==> src/rtl/uart_rx_ctrl.sv <==
// Host-side controller for the UART receiver: configuration register file, frame capture FSM,
// receive FIFO with sticky overrun/parity status and a level interrupt.
module uart_rx_ctrl #(
    parameter int unsigned FIFO_AW = 3
) (
    input  logic       clk,
    input  logic       rst_n,
    input  logic       bus_sel,
    input  logic       bus_wr,
    input  logic       bus_rd,
    input  logic [2:0] bus_addr,
    input  logic [7:0] bus_wdata,
    output logic [7:0] bus_rdata,
    output logic       irq,
    output logic       r_rx_en,
    output logic [1:0] r_pari_mode,
    input  logic [7:0] rx_data,
    input  logic       int_rx_finish,
    input  logic       pari_err
);

    localparam int unsigned DEPTH = 1 << FIFO_AW;

    typedef enum logic [1:0] {StIdle, StWait, StPush} cap_state_e;

    cap_state_e         state_q;
    logic               fin_q;
    logic               perr_lat_q;
    logic [7:0]         data_lat_q;

    logic [5:0]         ctrl_q;
    logic [7:0]         thresh_q;
    logic               ovr_q;
    logic               perr_q;
    logic               irq_q;
    logic [7:0]         rdata_q;
    logic [FIFO_AW-1:0] wr_ptr_q;
    logic [FIFO_AW-1:0] rd_ptr_q;
    logic [FIFO_AW:0]   count_q;
    logic [8:0]         mem [DEPTH];

    logic               wr_acc, rd_acc, ctrl_we, stat_we, thr_we, fifo_clr;
    logic               empty, full, pop, push_req, push, ovr_set, perr_set;
    logic [8:0]         head, count_ext, eff_thresh;
    logic [7:0]         rd_mux;
    logic               irq_d;
    logic               unused_wdata;

    assign unused_wdata = bus_wdata[6];

    assign wr_acc   = bus_sel & bus_wr;
    assign rd_acc   = bus_sel & bus_rd;
    assign ctrl_we  = wr_acc & (bus_addr == 3'd0);
    assign stat_we  = wr_acc & (bus_addr == 3'd1);
    assign thr_we   = wr_acc & (bus_addr == 3'd4);
    assign fifo_clr = ctrl_we & bus_wdata[7];

    assign empty    = (count_q == '0);
    assign full     = (count_q == {1'b1, {FIFO_AW{1'b0}}});
    assign pop      = rd_acc & (bus_addr == 3'd2) & ~empty;
    assign push_req = (state_q == StPush);
    // A pop on the same edge frees the slot, so a push into a full FIFO still lands.
    assign push     = push_req & (~full | pop);
    assign ovr_set  = push_req & full & ~pop & ~fifo_clr;
    assign perr_set = push & perr_lat_q & ~fifo_clr;

    assign head      = mem[rd_ptr_q];
    assign count_ext = 9'(count_q);

    always_comb begin
        eff_thresh = {1'b0, thresh_q};
        if (thresh_q == 8'd0) begin
            eff_thresh = 9'd1;
        end else if ({1'b0, thresh_q} > 9'(DEPTH)) begin
            eff_thresh = 9'(DEPTH);
        end
    end

    assign irq_d = (ctrl_q[3] & (count_ext >= eff_thresh)) | (ctrl_q[4] & perr_q) |
                   (ctrl_q[5] & ovr_q);

    always_comb begin
        rd_mux = 8'h00;
        case (bus_addr)
            3'd0:    rd_mux = {2'b00, ctrl_q};
            3'd1:    rd_mux = {3'b000, ~empty & head[8], perr_q, ovr_q, full, empty};
            3'd2:    rd_mux = empty ? 8'h00 : head[7:0];
            3'd3:    rd_mux = 8'(count_q);
            3'd4:    rd_mux = thresh_q;
            default: rd_mux = 8'h00;
        endcase
    end

    // Capture FSM: rising edge of int_rx_finish -> latch parity -> sample data -> push attempt.
    always_ff @(posedge clk or negedge rst_n) begin
        if (!rst_n) begin
            state_q    <= StIdle;
            fin_q      <= 1'b0;
            perr_lat_q <= 1'b0;
            data_lat_q <= 8'h00;
        end else begin
            fin_q <= int_rx_finish;
            case (state_q)
                StIdle: begin
                    if (int_rx_finish && !fin_q && ctrl_q[0]) begin
                        perr_lat_q <= pari_err;
                        state_q    <= StWait;
                    end
                end
                StWait: begin
                    data_lat_q <= rx_data;
                    state_q    <= StPush;
                end
                default: state_q <= StIdle;
            endcase
        end
    end

    always_ff @(posedge clk or negedge rst_n) begin
        if (!rst_n) begin
            ctrl_q   <= 6'd0;
            thresh_q <= 8'd1;
            ovr_q    <= 1'b0;
            perr_q   <= 1'b0;
            irq_q    <= 1'b0;
            rdata_q  <= 8'h00;
            wr_ptr_q <= '0;
            rd_ptr_q <= '0;
            count_q  <= '0;
        end else begin
            if (ctrl_we) ctrl_q <= bus_wdata[5:0];
            if (thr_we)  thresh_q <= bus_wdata;
            if (rd_acc)  rdata_q <= rd_mux;
            ovr_q  <= (ovr_q & ~(stat_we & bus_wdata[2])) | ovr_set;
            perr_q <= (perr_q & ~(stat_we & bus_wdata[3])) | perr_set;
            irq_q  <= irq_d;
            if (fifo_clr) begin
                wr_ptr_q <= '0;
                rd_ptr_q <= '0;
                count_q  <= '0;
            end else begin
                if (push) wr_ptr_q <= wr_ptr_q + 1'b1;
                if (pop)  rd_ptr_q <= rd_ptr_q + 1'b1;
                case ({push, pop})
                    2'b10:   count_q <= count_q + 1'b1;
                    2'b01:   count_q <= count_q - 1'b1;
                    default: count_q <= count_q;
                endcase
            end
        end
    end

    // Storage needs no reset: entries are only visible through a nonzero count.
    always_ff @(posedge clk) begin
        if (push && !fifo_clr) mem[wr_ptr_q] <= {perr_lat_q, data_lat_q};
    end

    assign bus_rdata   = rdata_q;
    assign irq         = irq_q;
    assign r_rx_en     = ctrl_q[0];
    assign r_pari_mode = ctrl_q[2:1];

endmodule

==> config.mk <==
export PLATFORM = sky130hd
export DESIGN_NAME = uart_rx_ctrl
export DESIGN_NICKNAME = d
export VERILOG_FILES = /design/src/rtl/uart_rx_ctrl.sv
export SDC_FILE = /design/constraint.sdc
export NUM_CORES = 1
export LEC_CHECK = 0
export BUFFER_PORTS_ARGS = -buffer_cell sky130_fd_sc_hd__clkbuf_2
export CAP_MARGIN = 40
export CORE_MARGIN = 2
export CORE_UTILIZATION = 48
export CTS_BUF_LIST = sky130_fd_sc_hd__clkbuf_8
export DETAILED_ROUTE_END_ITERATION = 6
export HOLD_SLACK_MARGIN = 0.08
export PLACE_DENSITY_LB_ADDON = 0.3
export SLEW_MARGIN = 30
export SYNTH_ARGS = -nofsm -noshare
export SYNTH_HDL_FRONTEND = slang
export SYNTH_SLANG_ARGS = --single-unit
export TNS_END_PERCENT = 20
==> constraint.sdc <==
create_clock -name clk -period 7.9 [get_ports clk]
set_clock_uncertainty 0.15 [all_clocks]
set_input_delay 1.58 -clock clk [delete_from_list [all_inputs] [get_ports clk]]
set_output_delay 1.58 -clock clk [all_outputs]
set_load 0.05 [all_outputs]
## Word-level counts from Yosys, hierarchy flattened

Memories as Yosys holds them, arrays and structs flattened.
Index checks and enable logic that the tools add are counted.

- Output and inout port bits: 12
- RAM bits: 72
- Input port bits: 26
- Bits in registers: 47
- Word-level logic and storage cells: 90
- Memories: 1

Memories:

| name | words | width | rd ports | clocked after Yosys merged registers in | write ports | RTL line | source |
|---|---|---|---|---|---|---|---|
| mem | 8 | 9 | 1 | 0 | 1 | 40 | `logic [8:0] mem [DEPTH];` |

- Reduce and logical (&&, ||, !) cells: 13
- Order comparisons: 2
- Bitwise gates (word level): 33
- Equality and inequality tests: 10
- Muxes and demuxes: 14
- Add/subtract/negate cells: 4

Operator list:

| cell | count |
|---|---|
| $pmux W8 S5 | 1 |
| $and A1 B1 Y1 | 22 |
| $mux W8 | 2 |
| $mux W3 | 4 |
| $ge A4 B9 Y1 | 1 |
| $mux W9 | 1 |
| $gt A8 B4 Y1 const B | 1 |
| $logic_not A8 Y1 | 1 |
| $pmux W4 S2 | 1 |
| $add A3 B1 Y3 const B | 2 |
| $eq A3 B2 Y1 const B | 2 |
| $not A1 Y1 | 6 |
| $or A1 B1 Y1 | 5 |
| $add A4 B1 Y4 const B | 1 |
| $eq A2 B1 Y1 const B | 2 |
| $eq A2 B2 Y1 const B | 2 |
| $eq A4 B4 Y1 const B | 1 |
| $logic_not A4 Y1 | 1 |
| $mux W4 | 1 |
| $pmux W2 S2 | 1 |
| $reduce_bool A2 Y1 | 2 |
| $sub A4 B1 Y4 const B | 1 |
| $eq A3 B1 Y1 const B | 1 |
| $eq A3 B3 Y1 const B | 1 |
| other kinds (9) | 13 |

## Logic depth before layout (Yosys ltp)

Gate-level depths: netlist of the first run.

- Depth in word-level cells: 8
- Mapped depth: 11
- Gate-level depth less buffers: 10

## Worst setup path before layout of the first run

Ideal clock, no wire load.

- Kind: input to register
- Start: input bus_addr[2]
- End: register count_q[3]
- Buffers on the path: 1
- Stages on the path: 11
- Library setup time: 138 ps
- Path slack: 3,904 ps
- Required time: 7,612 ps
- Arrival: 3,708 ps
- Path through: buf_6 > or3b_4 > nor3_2 > nand2_1 > inv_1 > ha_1 > a21o_1 > a21oi_1 > nor3_1 > a311oi_1 > a211oi_1

- Word-level cells in the longest chain between the ends: 8
- Elaborated cells on any way between the ends: 13
- Those cells by class: eq/ne: 3; mux: 2; bitwise: 6; reduce/logical: 2

RTL lines:

| element | RTL line | source |
|---|---|---|
| from (decl) | 11 | `input logic [2:0] bus_addr,` |
| $eq A3 B2 Y1 | 60 | `assign pop = rd_acc & (bus_addr == 3'd2) & ~empty;` |
| $and A1 B1 Y1 (2 in a row) | 60 |  |
| $or A1 B1 Y1 | 63 | `assign push = push_req & (~full \| pop);` |
| $and A1 B1 Y1 | 63 |  |
| $eq A2 B1 Y1 or $eq A2 B2 Y1 (tied branches) | 144 | `case ({push, pop})` |
| $pmux W4 S2 | 144 |  |
| $mux W4 | 137 | `if (fifo_clr) begin` |
| to (signal assigned) | 145 | `2'b10: count_q <= count_q + 1'b1;` |
| to (signal assigned) | 146 | `2'b01: count_q <= count_q - 1'b1;` |
| to (signal assigned) | 147 | `default: count_q <= count_q;` |
| to (decl) | 39 | `logic [FIFO_AW:0] count_q;` |

Parallel ways exist; a longest one is shown, timed or not.
A chain may end at the register's enable or synchronous reset.

## Worst setup path after layout of the first run

Same ends and word-level chain as after synthesis.

==> impl_metrics.csv, run 1 <==
group,metric,value,unit
worst_hold_path,worstHoldStart,"bus_rdata[2]",
timing,drv_slew,0,
route,wl_met1,4555,µm
final_layout,seq_area,0.003341,mm²
route,wl_per_cell,19.53,µm
synthesis,syn_nets,371,
critical_path,critPathKind,"in2reg",
die,core_area,0.01037,mm²
synthesis,synth_top_family_by_area,"multiplexers",
cts,clk_pin_slew,0.08,ns
final_layout,fin_util,56.99,%
critical_path,end_kind,"flip-flop",
critical_path,required,8.05,ns
global_route,grtUsageTotal,19.87,%
final_layout,fin_nets,421,
power_and_ir_drop,p_comb_share,20.4,%
route,dr.pass1.iters,5,
timing,rsz0062_at_grt,"false",
timing,finalCritPeriodShare,51.27,%
cts,post_cts.repair.setup_buffers,0,
job,maxCapViolations,0,
cts,hold_buffers,0,
die,die_y,107.4,µm
route,wirelength,10450,µm
synthesis,synth-xor-area-share,1.194,%
power_and_ir_drop,p_int,1.329,mW
critical_path,crit_chain,"clkbuf_2 -> or3b_4 -> nor3_2 -> nand2_1 -> inv_1 -> ha_1 -> a21o_1 -> a21oi_1 -> nor3_1 -> a311oi_1 -> a211oi_1",
route,drtIter0Drc,177,
route,route.detailed.drc,0,
placement,hpwl,7049,µm
final_layout,multi_input_area,0.001677,mm²
placement,gp_congestion,0.9079,
timing,worst_slack,3.849,ns
cts,clk_latency,0.43,ns
worst_hold_path,holdCritPathClass,"reg2reg",
route,met3_length,550,µm
power_and_ir_drop,seqPwrFrac,49.8,%
synthesis,synth_fa_ha_area_share,2.339,%
critical_path,crit_path_start_kind,"input port",
final_layout,antenna_cells,0,
synthesis,netlist.area_leader.share,42.11,%
synthesis,netlist_instances,336,
global_route,grt_remaining_overflow,0,
cts,cts_resized,0,
power_and_ir_drop,p_switching,0.6080,mW
synthesis,syn_avg_cell_area,15.28,µm²
placement,place_worst_setup_slack,3.443,ns
power_and_ir_drop,total_power,1.937,mW
die,die_w,107.4,µm
final_layout,area_delta_synth_final,15.08,%
cts,cts_buffers,17,
die,rows,37,
placement,io_buffers,37,
power_and_ir_drop,switching_share,31.39,%
critical_path,crit_fanout,18,
synthesis,ys.flop_type,"edfxtp_1",
synthesis,synthMuxAreaShare,15.55,%
synthesis,synth_area,0.005135,mm²
global_route,grt_pass1_wl,16770,µm
power_and_ir_drop,p_clk_share,29.8,%
route,vias_per_cell,5.686,
critical_path,crit_arrival,4.20,ns
route,ant_nets,0,
route,met2_length,5191,µm
timing,layout_min_cycle_time,4.051,ns
synthesis,synth_area_leaders,"edfxtp_1 42%, dfrtp_1 22%, mux4_2 7.9%",
critical_path,r2r_start,"count_q[1]",
synthesis,synth_edf_count,72,
cts,cts_buffer_depth,2,
timing,tns,0,ns
critical_path,startpoint,"bus_addr[2]",
cts,cts_root_buffer,"clkbuf_8",
timing,final-hold-violation-count,0,
synthesis,yosys_warnings,0,
route,highest_layer,"met4",
critical_path,slowest_delay,0.49,ns
synthesis,ys_seq_area_share,65.03,%
cts,cts_max_level,4,
timing,clock.fmax,246.9,MHz
timing,tightest_slew,0.8266,ns
route,vias,3042,
cts,cts_tree,"done",
synthesis,synth_largest_area_cell,"edfxtp_1",
timing,slew_headroom,44.90,%
global_route,grt_max_degree,48,
cts,cts.sink_count,119,
synthesis,synth-simple-area-share,7.749,%
final_layout,drive_gt1_share,32.83,%
power_and_ir_drop,p_leak,2.242,nW
critical_path,cp_slowest_cell,"or3b_4",
synthesis,synth-seq-cells,119,
global_route,antenna_found_initial,0,
timing,setup_violations,0,
synthesis,synth_compound_area_share,5.824,%
power_and_ir_drop,peakVddDrop,211.1,µV
global_route,grt_pass1_vias,3083,
die,top_level_ports,38,
synthesis,synth-async-reset-ratio,39.50,%
die,dieArea,0.01154,mm²
final_layout,fillers,824,
power_and_ir_drop,powerDensity,327.8,mW/mm²
outcome,status,"finished, final reports clean",
synthesis,yosysUniqueCellTypes,47,
die,start_util,49.52,%
[state kept, by name (all words and copies together), names as in the netlist]
| register | flops |
|---|---|
| bus_rdata | 8 |
| irq | 1 |
| data_lat_q | 8 |
| perr_lat_q | 1 |
| ovr_q | 1 |
| mem | 72 |
| perr_q | 1 |
| ctrl_q | 6 |
| count_q | 4 |
| thresh_q | 8 |
| rd_ptr_q | 3 |
| fin_q | 1 |
| state_q | 2 |
| wr_ptr_q | 3 |
[power groups by stage]
| stage | sequential, mW | clock [mW] | combinational [mW] |
|---|---|---|---|
| after floorplan | 0.937 | 0 | 0.303 |
| after global placement | 0.978 | 0 | 0.373 |
| after detailed placement | 0.979 | 0 | 0.396 |
| after CTS | 0.965 | 0.588 | 0.398 |
| after global routing | 0.986 | 0.617 | 0.433 |
| final | 0.965 | 0.577 | 0.395 |
[worst paths after layout]
path                           endpoint  slack, ns  cells after the start
setup / recovery             count_q[3]       3.85                     11
max in group asynchronous  bus_rdata[6]       6.06                      2
hold / removal             bus_rdata[2]       0.38                      2
min in group asynchronous    count_q[1]       1.09                      2
setup reg to reg             count_q[3]       4.97                     10
hold reg to reg            bus_rdata[2]       0.38                      2
[Yosys cell counts (2+ instances only)]
master	count
edfxtp_1	72
dfrtp_1	46
mux2_2	24
nand2_1	23
nor2_1	21
mux4_2	18
a21oi_1	12
mux2i_1	10
clkbuf_1	9
ha_1	8
nand2b_1	7
inv_1	6
nand3_1	6
o21ai_0	6
a22oi_1	5
a31oi_1	5
buf_2	5
nor3_1	5
nor4_1	4
xor2_1	4
a21o_1	3
xnor2_1	3
a22o_1	2
a2bb2oi_1	2
buf_4	2
buf_6	2
nor2b_1	2
nor3b_1	2
o211ai_1	2
o221ai_1	2
o22ai_1	2
[final cells by class]
| cell class | instances | area share, % |
|---|---|---|
| multi-input cells | 193 | 28.37 |
| repair buffers | 49 | 4.743 |
| flip-flops and latches | 119 | 56.53 |
| inverters | 6 | 0.3811 |
| well taps | 136 | 2.880 |
| clock buffers | 18 | 4.192 |
| clock inverters | 14 | 2.901 |
[cells by family after synthesis]
logic type / Yosys count
XOR/XNOR: 7
buffers and inverters: 24
multiplexers: 53
AO/OA/AOI/OAI: 46
adder cells (fa/ha/maj): 9
flip-flops: 119
AND/OR/NAND/NOR: 78
[critical path: cells and delay by family]
family,cells,cell delay [ns]
adders and majority gates,1,0.23
and+or+nand+nor,4,1.24
buffers and inverters,2,0.36
AOI/OAI and AO/OA,4,0.78
[cell usage in the layout (no fill, tap or decap), types with 4 or more instances in the layout]
cell type and instances:
clkbuf_8 18, o21ai_0 6, mux4_2 18, ha_1 8
mux2_2 24, mux2i_1 10, a22oi_1 5, nand2_1 23
buf_4 10, a31oi_1 5, nor2_1 21, dfrtp_1 45
nor4_1 4, inv_1 7, edfxtp_1 72, nor3_1 5
clkbuf_2 37, a21oi_1 12, nand2b_1 7, nand3_1 6
xor2_1 4, inv_6 4
[layer usage]
layer  global-route usage, %  vias to the layer above
met5                       0                        -
li1                        -                     1385
met2                   32.28                      104
met4                   8.333                        0
met3                   4.540                       17
met1                   25.91                     1536
[per-stage QoR]
step                      hold slack [ns]  std cells  cell area (µm²)
final                              0.3752        535             5909
after global routing               0.4088        535             5909
after CTS                          0.3773        532             5889
after detailed placement           0.3550        500             5470
after global placement             0.3527        495             5424
after floorplan                    0.3347        336             5135
Note: power is estimated with default switching activity, not from simulation.
==> inputs of run 2 (changes only) <==
clock period = 3.6 ns   (was 7.9 ns; I/O delays follow)
==> run 2 against run 1 <==
Effect of this change:
- non-clock buffer count rose by 6
- cell count rose by 1.1%
- combinational power rose by 130%
- highest routed layer unchanged
- sequential share of layout area fell by 0.27 points
- cell area rose by 0.44%
- clock-buffer cell count fell by 1
- total power rose by 110%
==> impl_metrics.csv, run 2 (same netlist as run 1, synthesis figures left out) <==
group,metric,value,unit
timing,drv_slew,0,
power_and_ir_drop,seqPwrFrac,50.4,%
critical_path,required,3.59,ns
power_and_ir_drop,p_int,2.732,mW
cts,cts_buffer_depth,2,
cts,cts_resized,0,
critical_path,crit_fanout,11,
timing,rsz0062_at_grt,"false",
cts,clk_latency,0.43,ns
cts,cts.sink_count,119,
global_route,grt_pass1_vias,3122,
die,core_area,0.01037,mm²
final_layout,final_cell_mix,"72 x edfxtp_1, 46 x dfrtp_1, 37 x clkbuf_2",
critical_path,crit_arrival,2.75,ns
route,vias_per_cell,5.562,
die,top_level_ports,38,
route,route.detailed.drc,0,
cts,clk_pin_slew,0.09,ns
final_layout,fillers,839,
timing,tightest_slew,0.8170,ns
critical_path,slowest_delay,0.49,ns
timing,setup_violations,0,
route,vias,3009,
die,dieArea,0.01154,mm²
power_and_ir_drop,p_leak,2.262,nW
global_route,antenna_found_initial,0,
power_and_ir_drop,powerDensity,701.0,mW/mm²
global_route,grt_remaining_overflow,0,
power_and_ir_drop,peakVddDrop,404.1,µV
route,wl_per_cell,19.23,µm
power_and_ir_drop,p_clk_share,27.9,%
power_and_ir_drop,switching_share,34.33,%
placement,io_buffers,37,
cts,post_cts.repair.setup_buffers,0,
cts,cts_buffers,17,
final_layout,largest_register_ffs,72,
job,maxCapViolations,0,
cts,cts_max_level,4,
critical_path,end_kind,"flip-flop",
critical_path,crit_path_start_kind,"input port",
power_and_ir_drop,p_switching,1.428,mW
route,dr.pass1.iters,4,
outcome,status,"finished, final reports clean",
die,die_w,107.4,µm
die,start_util,49.52,%
critical_path,cp_slowest_cell,"nor3b_1",
final_layout,antenna_cells,0,
critical_path,r2r_slack,0.86,ns
global_route,grtUsageTotal,20.18,%
global_route,grt_pass1_wl,17060,µm
cts,cts_tree,"done",
final_layout,top_register,"mem",
timing,finalCritPeriodShare,76.52,%
final_layout,fin_nets,427,
timing,slew_headroom,45.08,%
global_route,grt_max_degree,20,
final_layout,layout_commonest_cell,"edfxtp_1",
timing,layout_min_cycle_time,2.755,ns
die,die_y,107.4,µm
timing,tns,0,ns
placement,place_worst_setup_slack,0.4461,ns
placement,gp_congestion,0.8435,
critical_path,critPathKind,"in2reg",
final_layout,area_delta_synth_final,15.59,%
final_layout,drive_gt1_share,33.83,%
route,drtIter0Drc,210,
critical_path,crit_chain,"clkbuf_2 -> or3b_4 -> o21ai_2 -> nor3b_1 -> nand2_1 -> nor3_1 -> buf_4",
die,rows,37,
placement,hpwl,7414,µm
power_and_ir_drop,p_comb_share,21.7,%
route,wirelength,10400,µm
cts,hold_buffers,0,
worst_hold_path,holdCritPathClass,"in2async",
route,ant_nets,0,
timing,worst_slack,0.8453,ns
timing,clock.fmax,363.0,MHz
timing,final-hold-violation-count,0,
cts,cts_root_buffer,"clkbuf_8",
run 2: changes by cell type in the layout (fill, tap and decap cells not counted), sizes merged:
cell	change
buf	+6
clkinv	+1
clkbuf	-1
bufinv	-3
clkinvlp	-1
inv	+4
run 2: stage by stage:
stage	hold WS (ns)	utilization (%)	std cells	instance area [µm²]	total power, mW
floorplan	0.2744	-	336	5135	2.721
global placement	0.3548	53.25	508	5522	2.997
detailed placement	0.3666	53.51	509	5549	3.040
CTS	0.08253	57.24	541	5936	4.202
global route	0.1090	57.24	541	5936	4.388
finish	0.09442	57.24	541	5936	4.161
run 2: per-layer routing:
metal  track usage, %  vias to the layer above  routed length [µm]
li1                 -                     1395                   -
met1            26.85                     1525                4623
met2            32.73                       81                5186
met3            4.600                        8                 484
met4            7.418                        0                 109
met5                0                        -                   0
run 2: cell type report:
| type | instances | area [µm²] | area share (%) |
|---|---|---|---|
| Timing Repair Buffer | 55 | 340.3 | 5.734 |
| Tap cell | 136 | 170.2 | 2.867 |
| Multi-Input combinational cell | 193 | 1677 | 28.25 |
| Sequential cell | 119 | 3339 | 56.26 |
| Clock buffer | 17 | 234.0 | 3.942 |
| Clock inverter | 15 | 152.6 | 2.572 |
| Inverter | 6 | 22.52 | 0.3794 |
run 2: power groups by stage:
stage / sequential, mW / combinational (mW) / clock (mW)
after CTS: 2.10 / 0.913 / 1.19
after floorplan: 2.06 / 0.664 / 0
after detailed placement: 2.13 / 0.908 / 0
final: 2.10 / 0.902 / 1.16
after global placement: 2.12 / 0.880 / 0
after global routing: 2.14 / 0.993 / 1.25
run 2: path summary, 6_finish.rpt:
kind,startpoint,to,cells past startpoint
worst max register to register,count_q[1],count_q[3],10
min in group clk,int_rx_finish,fin_q,1
worst min-delay path,rst_n,fin_q,1
worst min register to register,bus_rdata[5],bus_rdata[5],2
worst max-delay path,bus_addr[1],mem[2][0],7
max in group asynchronous,rst_n,thresh_q[0],2
run 2: worst max-delay path: cells and delay by family:
kind,cells,cell delay [ns]
buf+inv,2,0.43
compound gates,1,0.18
simple gates,4,1.42
==> inputs of run 3 (changes only) <==
clock period = 2.75 ns   (was 3.6 ns; I/O delays follow)
==> run 3 against run 2 <==
Effect of this change:
- via count grew 2.6%
- wire length grew 1.9%
- combinational power grew 44%
- cell count grew 3.5%
- die area is the same
- clock-buffer cell count is the same
- total power grew 30%
- worst hold slack gained 0.099 ns
- global-route usage grew 0.052 points
- flip-flop and latch count is the same
- register-to-register slack lost 0.64 ns
- cell area grew 1.8%
==> impl_metrics.csv, run 3 (same netlist as run 1, synthesis figures left out) <==
group,metric,value,unit
critical_path,crit_path_start_kind,"flip-flop",
route,vias_per_cell,5.511,
timing,layout_min_cycle_time,2.530,ns
route,ant_nets,0,
placement,io_buffers,37,
global_route,grt_pass1_wl,16940,µm
cts,cts.sink_count,119,
final_layout,largest_register_ffs,72,
die,top_level_ports,38,
timing,drv_slew,0,
route,route.detailed.drc,0,
critical_path,cp_top_family,"compound AO/OA/AOI/OAI gates",
global_route,grt_max_degree,19,
critical_path,required,2.95,ns
job,maxCapViolations,0,
placement,hpwl,7526,µm
placement,place_worst_setup_slack,0.02514,ns
critical_path,crit_fanout,8,
worst_hold_path,holdCritPathClass,"in2reg",
timing,setup_violations,0,
die,dieArea,0.01154,mm²
final_layout,layout_commonest_cell,"edfxtp_1",
cts,clk_latency,0.44,ns
route,wl_per_cell,18.94,µm
power_and_ir_drop,peakVddDrop,565.3,µV
power_and_ir_drop,powerDensity,893.1,mW/mm²
timing,finalCritPeriodShare,91.99,%
critical_path,path_buf_inv,3,
global_route,grt_remaining_overflow,0,
cts,cts_root_buffer,"clkbuf_8",
final_layout,area_delta_synth_final,17.67,%
placement,gp_congestion,0.8544,
route,drtIter0Drc,127,
die,core_area,0.01037,mm²
die,die_y,107.4,µm
critical_path,critPathKind,"reg2reg",
critical_path,crit_chain,"nor4_2 -> buf_4 -> nor3_4 -> nand2_1 -> inv_1 -> ha_1 -> a21o_1 -> a21oi_1 -> buf_4 -> a311oi_1 -> a211oi_1",
critical_path,crit_arrival,2.73,ns
timing,hold_slack,0.1933,ns
route,vias,3086,
cts,cts_max_level,4,
global_route,grt_pass1_vias,3148,
final_layout,drive_gt1_share,35.85,%
outcome,status,"finished, final reports clean",
timing,slew_headroom,61.84,%
timing,final-hold-violation-count,0,
timing,worst_slack,0.2203,ns
global_route,antenna_found_initial,0,
cts,post_cts.repair.setup_buffers,0,
cts,cts_buffer_depth,2,
timing,clock.fmax,395.3,MHz
final_layout,antenna_cells,0,
cts,clk_pin_slew,0.08,ns
timing,tns,0,ns
die,start_util,49.52,%
timing,rsz0062_at_grt,"false",
critical_path,cpMostUsedCell,"buf_4",
cts,cts_tree,"done",
power_and_ir_drop,p_leak,2.337,nW
critical_path,slowest_delay,0.50,ns
cts,cts_buffers,17,
route,wirelength,10610,µm
critical_path,end_kind,"flip-flop",
global_route,grtUsageTotal,20.23,%
final_layout,top_register,"mem",
final_layout,final_cell_mix,"72 x edfxtp_1, 46 x dfrtp_1, 37 x clkbuf_2",
die,die_w,107.4,µm
critical_path,cp_slowest_cell,"dfrtp_1",
route,dr.pass1.iters,4,
die,rows,37,
timing,tightest_slew,0.5724,ns
final_layout,fin_nets,446,
run 3: cell count changes in the layout (fill, tap and decap cells not counted), moves of 2 or more:
cell / before / now
inv_1: 6 / 8
inv_6: 3 / 1
inv_8: 6 / 0
dlygate4sd3_1: 0 / 2
clkinv_2: 0 / 4
clkinvlp_4: 1 / 3
clkinv_1: 0 / 2
buf_4: 17 / 35
clkinv_4: 4 / 2
run 3: metal layers:
layer | up-vias | wire length, µm | part of all wire (%) | track usage (%)
met2 | 77 | 5399 | 51 | 33.86
met5 | - | 0 | 0 | 0
met3 | 11 | 450 | 4.2 | 5.811
li1 | 1436 | - | - | -
met4 | 0 | 119 | 1.1 | 6.685
met1 | 1562 | 4637 | 44 | 25.45
run 3: report_power, final:
group	internal, mW	leakage, nW	total, mW	switching [mW]
Combinational	0.641	0.928	1.30	0.663
Clock	0.696	0.179	1.39	0.699
Sequential	2.32	1.23	2.70	0.378
run 3: path summary, 6_finish.rpt:
kind	startpoint	endpoint	slack, ns	cells after the start
worst min-delay path	rx_data[7]	data_lat_q[7]	0.19	2
max in group asynchronous	rst_n	thresh_q[0]	1.39	3
worst max register to register	count_q[3]	count_q[3]	0.22	11
worst max-delay path	count_q[3]	count_q[3]	0.22	11
min in group asynchronous	rst_n	count_q[3]	0.41	2
worst min register to register	bus_rdata[2]	bus_rdata[2]	0.36	2
run 3: metrics by stage:
stage          cell area, µm²  cells  power (mW)  utilization [%]
2_1_floorplan            5146    336       3.568                -
6_report                 6042    560       5.396            58.27
3_3_place_gp             5668    526       3.987            54.66
5_1_grt                  6042    560       5.698            58.27
3_5_place_dp             5668    526       4.046            54.66
4_1_cts                  6036    560       5.440            58.20
run 3: area by class of cell:
type	count	area, µm²
fill	841	4328
sequential	119	3339
multi-input combinational	193	1694
timing repair buffer	74	467.9
clock buffer	17	234.0
tap	136	170.2
clock inverter	15	113.9
inverter	6	22.52
run 3: what timing repair did:
| item | CTS | global route |
|---|---|---|
| hold endpoints to repair | 15 | 0 |
| hold buffers | 2 | 0 |
| endpoints found under the setup margin | 0 | 1 |
| gates resized for setup | 0 | 1 |
